[src/rtl/pipe_pkg.sv]
// Purpose: shared constants and types for the CPU pipeline-stage registers.
// Latency: n/a (package only).
// Backpressure: n/a (package only).
package pipe_pkg;

    // Channel positions inside a stage register word.
    localparam int CH_IR  = 0;
    localparam int CH_AO  = 1;
    localparam int CH_DR  = 2;
    localparam int CH_PC  = 3;
    localparam int CH_PC4 = 4;

    // Default geometry of a stage register.
    localparam int DEF_W      = 32;
    localparam int DEF_CH     = 5;
    localparam int DEF_PC_IDX = CH_PC;

    // Per-cycle command applied to one storage slot.
    typedef enum logic [1:0] {
        SLOT_HOLD  = 2'd0,  // keep valid and data
        SLOT_LOAD  = 2'd1,  // take new data, mark valid
        SLOT_CLEAR = 2'd2,  // drop valid, keep data visible
        SLOT_FLUSH = 2'd3   // drop valid, replace data with the flush word
    } slot_op_e;

endpackage

[src/rtl/pipe_slot.sv]
// Purpose: one CH*W data register plus valid bit, driven by a slot_op_e command.
// Latency: 1 cycle from command to updated valid/data.
// Backpressure: none internally; the owner decides when to load or clear.
module pipe_slot
    import pipe_pkg::*;
#(
    parameter int W       = DEF_W,
    parameter int CH      = DEF_CH,
    parameter int PC_IDX  = DEF_PC_IDX,
    parameter bit KEEP_PC = 1'b1
)(
    input  logic            clk,
    input  logic            reset,
    input  slot_op_e        op,
    input  logic [CH*W-1:0] load_data,
    input  logic [W-1:0]    flush_pc,
    output logic            valid,
    output logic [CH*W-1:0] data
);

    logic [CH*W-1:0] flush_word;

    // Flush word: all-zero, with the PC channel preserved only in the main slot.
    always_comb begin
        flush_word = '0;
        if (KEEP_PC) begin
            flush_word[PC_IDX*W +: W] = flush_pc;
        end
    end

    // Slot state update; reset beats every command.
    always_ff @(posedge clk) begin
        if (reset) begin
            valid <= 1'b0;
            data  <= '0;
        end else begin
            case (op)
                SLOT_LOAD: begin
                    valid <= 1'b1;
                    data  <= load_data;
                end
                SLOT_CLEAR: begin
                    valid <= 1'b0;
                end
                SLOT_FLUSH: begin
                    valid <= 1'b0;
                    data  <= flush_word;
                end
                default: begin
                end
            endcase
        end
    end

endmodule

[src/rtl/pipe_stage_reg.sv]
// Purpose: parametrised CPU pipeline-stage register with valid/ready, flush-to-bubble and optional skid slot.
// Latency: 1 cycle accept-to-out_valid; a beat parked in the skid slot waits one extra cycle per stall cycle.
// Backpressure: SKID=0 in_ready = !out_valid || out_ready (combinational); SKID=1 in_ready = !skid_valid (registered).
module pipe_stage_reg
    import pipe_pkg::*;
#(
    parameter int W      = DEF_W,
    parameter int CH     = DEF_CH,
    parameter int PC_IDX = DEF_PC_IDX,
    parameter bit SKID   = 1'b0
)(
    input  logic            clk,
    input  logic            reset,
    input  logic            flush,
    input  logic [W-1:0]    flush_pc,
    input  logic            in_valid,
    output logic            in_ready,
    input  logic [CH*W-1:0] in_data,
    output logic            out_valid,
    input  logic            out_ready,
    output logic [CH*W-1:0] out_data
);

    if (PC_IDX < 0 || PC_IDX >= CH) begin : g_bad_pc_idx
        $error("pipe_stage_reg: PC_IDX must lie in [0, CH)");
    end

    logic            main_valid;
    logic [CH*W-1:0] main_data;
    logic [CH*W-1:0] main_load;
    slot_op_e        main_op;
    logic            accept;

    assign accept    = in_valid && in_ready;
    assign out_valid = main_valid;
    assign out_data  = main_data;

    pipe_slot #(
        .W       (W),
        .CH      (CH),
        .PC_IDX  (PC_IDX),
        .KEEP_PC (1'b1)
    ) u_main (
        .clk       (clk),
        .reset     (reset),
        .op        (main_op),
        .load_data (main_load),
        .flush_pc  (flush_pc),
        .valid     (main_valid),
        .data      (main_data)
    );

    if (SKID) begin : g_skid
        logic            skid_valid;
        logic [CH*W-1:0] skid_data;
        slot_op_e        skid_op;
        logic            main_free;

        // Main slot can take a beat this cycle if empty or draining downstream.
        assign main_free = !main_valid || out_ready;
        // Registered-only ready: the skid slot absorbs the beat accepted while stalling.
        assign in_ready  = !skid_valid;

        pipe_slot #(
            .W       (W),
            .CH      (CH),
            .PC_IDX  (PC_IDX),
            .KEEP_PC (1'b0)
        ) u_skid (
            .clk       (clk),
            .reset     (reset),
            .op        (skid_op),
            .load_data (in_data),
            .flush_pc  (flush_pc),
            .valid     (skid_valid),
            .data      (skid_data)
        );

        // Steer beats: flush kills both slots; the skid beat always moves ahead of a new one.
        always_comb begin
            main_op   = SLOT_HOLD;
            main_load = in_data;
            skid_op   = SLOT_HOLD;
            if (flush) begin
                main_op = SLOT_FLUSH;
                skid_op = SLOT_FLUSH;
            end else if (main_free) begin
                if (skid_valid) begin
                    main_op   = SLOT_LOAD;
                    main_load = skid_data;
                    skid_op   = SLOT_CLEAR;
                end else if (accept) begin
                    main_op = SLOT_LOAD;
                end else begin
                    main_op = SLOT_CLEAR;
                end
            end else if (accept) begin
                skid_op = SLOT_LOAD;
            end
        end

        // The skid slot only ever fills behind a live main beat.
        a_skid_behind_main: assert property (@(posedge clk) disable iff (reset)
            skid_valid |-> main_valid);
    end else begin : g_single
        // Combinational ready: a draining slot can be refilled in the same cycle.
        assign in_ready = !main_valid || out_ready;

        // Single-slot control: flush, then load on accept, else drop valid on emit.
        always_comb begin
            main_op   = SLOT_HOLD;
            main_load = in_data;
            if (flush) begin
                main_op = SLOT_FLUSH;
            end else if (accept) begin
                main_op = SLOT_LOAD;
            end else if (main_valid && out_ready) begin
                main_op = SLOT_CLEAR;
            end
        end
    end

    // A stalled beat must stay put and stay valid.
    a_stall_hold: assert property (@(posedge clk) disable iff (reset)
        (out_valid && !out_ready && !flush) |=> (out_valid && $stable(out_data)));

endmodule

[config.mk]
export PLATFORM = sky130hd
export DESIGN_NAME = pipe_stage_reg
export DESIGN_NICKNAME = d
export VERILOG_FILES = /design/src/rtl/pipe_pkg.sv /design/src/rtl/pipe_slot.sv /design/src/rtl/pipe_stage_reg.sv
export SDC_FILE = /design/constraint.sdc
export NUM_CORES = 1
export LEC_CHECK = 0
export CORE_AREA = 2 2 140 142
export CTS_CLUSTER_SIZE = 28
export DETAILED_ROUTE_END_ITERATION = 16
export DIE_AREA = 0 0 142 144
export PLACE_DENSITY = 0.84
export SYNTH_ARGS = -nofsm -noshare
export SYNTH_HDL_FRONTEND = slang
export SYNTH_SLANG_ARGS = --single-unit
[constraint.sdc]
create_clock -name clk -period 3.6 [get_ports clk]
set_input_delay 0.9 -clock clk [delete_from_list [all_inputs] [get_ports clk]]
set_output_delay 0.9 -clock clk [all_outputs]
set_load 0.02 [all_outputs]
==> results.md, run 1 <==
* Status: complete, no violations
* R2R Setup Slk at approximately 1.9 ns
* DP Worst Slack at approximately 0.52 ns
* Min-Delay Path Class: register to register
* Area grow syn2layout at 61.9%
* Max rail drop VDD at roughly 0.00029 V
* Nets@finish at ~1300
* Routed len/inst at 17.3 um
* Grt total ovfl at 0
* Worst path max stage delay at approximately 0.54 ns
* Setup TNS at 0 ns
* CP Class: input pin to output pin
* Iteration-0 DRC Markers at about 480
* RSZ-0062 raised after global routing: false
* Worst setup SP type: input pin
* Hold Vio Cnt, Final at 0
* Routed wire length at approximately 23 mm
* Vias in the first global route at between 6000 and 7000
* Diode count at 0
* Stages on the worst setup path at 4
* Slew Viols, Final at 0
* Top cell by count, worst path: clkdlybuf4s50_1
* GRT Total Usage at roughly a fifth
* Clock root buffer: clkbuf_16
* Skew final at between 0.01 and 0.015 ns
* Share of power burned in the clock network at 42.7%
* Critical Path End Type: output pin
* Clock latency on the worst-skew pair at between 0.4 and 0.5 ns
* Final Critical Period at 3.09 ns
* Post_cts resized at 0
* Cell variety after synth at 20
* Data arrival, critical path at between 2 and 2.5 ns
* Syn nets at a little under 1000
* CP max-delay cell: clkdlybuf4s50_1
* DRC at 0
* Slew HR at 47.2%
* Vias per inst at ~5.4
* DPL Wire Length at about 14 mm
* Clock buffer depth at 2
* Sw Share at between 20% and 30%
* Crit Reg-Reg Endpoint: u_main.data[5]
* Fill cell count at 1673
* Synth top area share at roughly 48%
* Layout cells sized above 1 at around 6.9%
* Clock slew seen by the registers of the worst setup and hold paths at approximately 0.060 ns
* Post-CTS Setup Bufs at 0
* Top cells by area, synth: dfxtp_1 48%, o21ai_0 11%, a21oi_1 9.7%, nand3_1 9.6%, a221oi_2 5.9%
* Max Clk Rate at between 300 and 400 MHz
* Pwr Density at ~430 mW/mm^2
* Final worst slack at around 0.51 ns
* Worst-path fanout max at 2
* Syn avg cell area at around 8.6 um^2
* Leak Pwr at between 0.003 and 0.004 uW
* Hold_buf cts at 0
* Hold_ws at about 0.47 ns
* Router iterations before antenna repair at 7
* Worst-path cell chain: clkdlybuf4s50_1, nor2b_4, clkinv_4, clkdlybuf4s50_1
* Sink Count at ~160
* Synthesized cell area at between 0.006 and 0.007 mm^2
* Post-synthesis sequential area ratio at around half
* Post-synthesis instance total at around 770
* IO Count at between 300 and 400
* Max-Cap Viols at 0
* Num CTS Buffers at 17
* Final Setup Violations at 0
* Die width at 142 um
* Yosys top cell by area: dfxtp_1
* Total die area at 0.0204 mm^2
* Starting density of the core at between 30% and 40%
* Die extent in y at around 140 um
* Psw at about 1200 uW
* Critical Path End: in_ready
* Final Cycle Share at 85.9%
* R2r worst-path depth at 4
* Post-route ant nets at 0
* Crit path max-delay family: buffers and inverters
* Post-synthesis register bit count at 161
* WP data required at 2.70 ns
* Reg2reg start: u_main.valid
* Int Pwr at roughly 3400 uW
* CTS tree: yes
* Placed cell count at around 1300
* First-pass GRT wire length at ~34 mm
* Buffer and inverter count on the worst path at 3
* Std cell rows at 51
* Largest net degree at the start of global routing at 162
* IO Port Bufs at 358
* GP Congestion at between 0.8 and 0.9
* Register share of total power at between 40% and 50%
* Core area at about 0.019 mm^2
* Logic pwr share at ~16%
* Syn. warnings at 0
* Layout Cells excl Fill at around 1300
* CP Launch Point: out_ready
* Worst slew pin tran at 0.792 ns
* Via count at 7091
* H-tree levels at 4
* Antenna violations before repair at 0
==> through the flow <==
stage               utilization, %  power (uW)  area [um^2]
floorplan                        -        2270         6650
global placement              53.1        2670        10100
detailed placement            53.1        2680        10100
CTS                           56.4        4650        10800
global route                  56.4        4780        10800
finish                        56.4        4610        10800
==> worst min path at each step <==
stage / startpoint / endpoint / slack (ns) / cells past startpoint
floorplan: u_main.data[128] / u_main.data[128] / 0.55 / 2
global placement: u_main.data[157] / u_main.data[157] / 0.46 / 2
detailed placement: u_main.data[4] / u_main.data[4] / 0.46 / 2
CTS: u_main.data[4] / u_main.data[4] / 0.47 / 2
global route: u_main.data[85] / u_main.data[85] / 0.49 / 2
finish: u_main.data[6] / u_main.data[6] / 0.47 / 2
==> power by group through the flow <==
stage	Combinational [uW]	Clock (uW)	Sequential, uW
after floorplan	253	0	2010
after global placement	745	0	1920
after detailed placement	754	0	1930
after CTS	757	2010	1890
after global routing	806	2080	1890
final	755	1970	1890
==> tightest hold or removal path, stage by stage, from the launching register on <==
cell     delay [ns]
dfxtp_1        0.30
o21ai_0        0.06
a21oi_1        0.06
==> registers in the layout, summed over array words and instances, names as in the netlist <==
| signal | flops |
|---|---|
| u_main.valid | 1 |
| u_main.data | 160 |
==> cell usage after synthesis <==
cell type  number
clkbuf_2       19
a221oi_1        6
nor2b_4         1
a221oi_2       26
clkbuf_1       19
or2_1           1
o21ai_1        11
buf_1           3
a31oi_1        32
buf_8           1
nand3_1       128
inv_2           1
buf_2          37
a21oi_1       129
o21ai_0       149
dfxtp_1       161
clkinv_4        1
buf_6          14
buf_4           1
inv_1          32
==> routing by layer <==
metal | part of all wire, % | GRT usage (%) | routed length, um
met5 | 0 | 0 | 0
met4 | 2.8 | 8.32 | 629
met3 | 7.8 | 6.69 | 1770
met2 | 50 | 34.2 | 11300
met1 | 40 | 25.5 | 8980
==> cell families (layout without fill, tap and decap cells) <==
kind of cell / count (synthesis) / count (layout) / share of synthesized area (%)
flops: 161 / 161 / 48.5
buf+inv: 128 / 434 / 10.2
compound gates: 353 / 353 / 31.4
simple gates: 130 / 130 / 9.94
==> placed cells by master (no fill, tap or decap), drive strengths merged <==
cell,count
or2,1
a31oi,32
a21oi,129
buf,14
clkinv,1
bufinv,4
nor2b,1
inv,39
a221oi,32
clkinvlp,3
o21ai,160
clkbuf,18
nand3,128
dfxtp,161
clkdlybuf4s50,355
==> layout make-up <==
class,count,area (um^2),area share [%]
Tap cell,238,298,2.77
Inverter,34,135,1.26
Clock buffer,18,429,3.99
Clock inverter,13,200,1.86
Multi-Input combinational cell,483,2750,25.6
Timing Repair Buffer,369,3730,34.6
Sequential cell,161,3220,29.9
No activity file was read; power rests on OpenSTA's default activity.
==> inputs of run 2 (changes only) <==
PLACE_DENSITY = 0.74   (was 0.84)
SLEW_MARGIN = 20   (was unset)
==> results.md, run 2 (synthesized netlist as in run 1, its figures left out) <==
* IO Count at 359 (unchanged)
* DP Worst Slack at 0.546 ns (+0.0232 ns)
* Iteration-0 DRC Markers at 407 (-15%)
* Hold Vio Cnt, Final at 0 (unchanged)
* Starting density of the core at 34.8% (unchanged)
* Placed cell count at 1284 (-0.078%)
* Max-Cap Viols at 0 (unchanged)
* Slew HR at 46.7% (-0.52 points)
* Clock latency on the worst-skew pair at 0.41 ns (about the same)
* H-tree levels at 4 (unchanged)
* Skew final at 0.00941 ns (-0.000650 ns)
* Router iterations before antenna repair at 4 (-3)
* Layout cells sized above 1 at 6.86% (unchanged)
* Worst setup SP type: input pin
* Clock root buffer: clkbuf_16
* Via count at 6967 (-1.7%)
* Leak Pwr at 0.00382 uW (-0.11%)
* First-pass GRT wire length at 35.2 mm (+2.3%)
* Clock buffer depth at 2 (unchanged)
* Die extent in y at 144 um (unchanged)
* Antenna violations before repair at 0 (unchanged)
* DPL Wire Length at 14.8 mm (+2.9%)
* Slew Viols, Final at 0 (unchanged)
* CTS tree: yes
* Nets@finish at 1262 (-0.079%)
* GRT Total Usage at 21.5% (+0.63 points)
* CP Class: input pin to output pin
* Most frequent cells in the layout: 355 x clkdlybuf4s50_1, 161 x dfxtp_1, 149 x o21ai_0, 129 x a21oi_1, 128 x nand3_1
* Vias in the first global route at 6484 (-1.5%)
* Setup TNS at 0 ns (unchanged)
* DRC at 0 (unchanged)
* Final worst slack at 0.541 ns (+0.0333 ns)
* Pwr Density at 424 mW/mm^2 (-0.86%)
* CP Launch Point: out_ready
* Routed len/inst at 17.7 um (+2.3%)
* Post-route ant nets at 0 (unchanged)
* Data arrival, critical path at 2.16 ns (-0.03 ns)
* RSZ-0062 raised after global routing: false
* HP Start: u_main.data[7]
* Placed Area at 0.0101 mm^2 (-0.20%)
* Worst-path fanout max at 2 (unchanged)
* Fill cell count at 1717 (+2.6%)
* Reg2reg start: u_main.valid
* Cell area after layout at 0.0107 mm^2 (-0.30%)
* Max rail drop VDD at 0.000311 V (+7.1%)
* Top reg by flops: u_main.data
* Clock slew seen by the registers of the worst setup and hold paths at 0.07 ns (about the same)
* Routed wire length at 23.2 mm (+2.3%)
* Vias per inst at 5.29 (-1.7%)
* Final Cycle Share at 85.0% (-0.92 points)
* Num CTS Buffers at 17 (unchanged)
* Die width at 142 um (unchanged)
* IO Port Bufs at 358 (unchanged)
* Commonest non-fill, non-tap cell in the layout: clkdlybuf4s50_1
* Grt total ovfl at 0 (unchanged)
* WP data required at 2.70 ns (about the same)
* Post-CTS Setup Bufs at 0 (unchanged)
* Core area at 0.0191 mm^2 (unchanged)
* Largest net degree at the start of global routing at 162 (unchanged)
* Min-Delay Path Class: register to register
* Post_cts resized at 0 (unchanged)
* Area grow syn2layout at 61.4%
* Max reg flops at 160 (unchanged)
* Max Clk Rate at 327 MHz (+1.1%)
* Final Critical Period at 3.06 ns (-0.0333 ns)
* Layout Cells excl Fill at 1316 (unchanged)
* Worst slew pin tran at 0.800 ns (+0.00780 ns)
* GP Congestion at 0.823 (-2.9%)
* Hold_buf cts at 0 (unchanged)
* Status: complete, no violations
* Critical Path End Type: output pin
* Regs by FF count: u_main.data (160), u_main.valid (1)
* Std cell rows at 51 (unchanged)
* Diode count at 0 (unchanged)
* Sink Count at 161 (unchanged)
* Total die area at 0.0204 mm^2 (unchanged)
* Final Setup Violations at 0 (unchanged)
-- run 2: changes by cell type in the layout (fill, tap and decap cells not counted), sizes merged --
cell      change
buf           -1
bufinv        -1
clkbuf        +1
clkinv        +3
clkinvlp      -2
-- run 2: where the power goes --
part	leakage, uW	total, uW	switching (uW)	internal, uW
registers	0.00132	1890	32.9	1850
logic	0.00220	752	359	393
clock network	0.000303	1920	786	1130
total	0.00382	4550	1180	3380
-- run 2: final timing paths --
check                     end  slack, ns  cells past startpoint
max                  in_ready       0.54                      4
min            u_main.data[7]       0.47                      2
max reg2reg  u_main.data[107]       1.76                      4
min reg2reg    u_main.data[7]       0.47                      2
-- run 2: area by class of cell --
cell class / count / area [um^2] / area share [%]
inverter: 34 / 135 / 1.26
timing repair buffer: 368 / 3710 / 34.5
multi-input combinational: 483 / 2750 / 25.6
sequential: 161 / 3220 / 30.0
clock inverter: 13 / 174 / 1.62
tap: 238 / 298 / 2.77
clock buffer: 19 / 443 / 4.13
-- run 2: through the flow --
step | power [uW] | utilization, % | hold slack (ns)
floorplan | 2270 | - | 0.554
global placement | 2670 | 53.0 | 0.460
detailed placement | 2680 | 53.0 | 0.466
CTS | 4610 | 56.3 | 0.475
global route | 4740 | 56.3 | 0.491
finish | 4550 | 56.3 | 0.473
-- run 2: critical path, cell delays in order --
cell and delay (ns):
clkdlybuf4s50_1 0.45, nor2b_4 0.19, clkinv_4 0.08, clkdlybuf4s50_1 0.54
-- run 2: layer usage --
metal / vias to the layer above / part of all wire, % / routed length [um] / global-route usage [%]
li1: 3374 / - / - / -
met5: - / 0 / 0 / 0
met3: 46 / 7.4 / 1730 / 6.32
met1: 3278 / 40 / 9320 / 27.4
met4: 0 / 3.3 / 756 / 9.00
met2: 269 / 49 / 11400 / 34.1
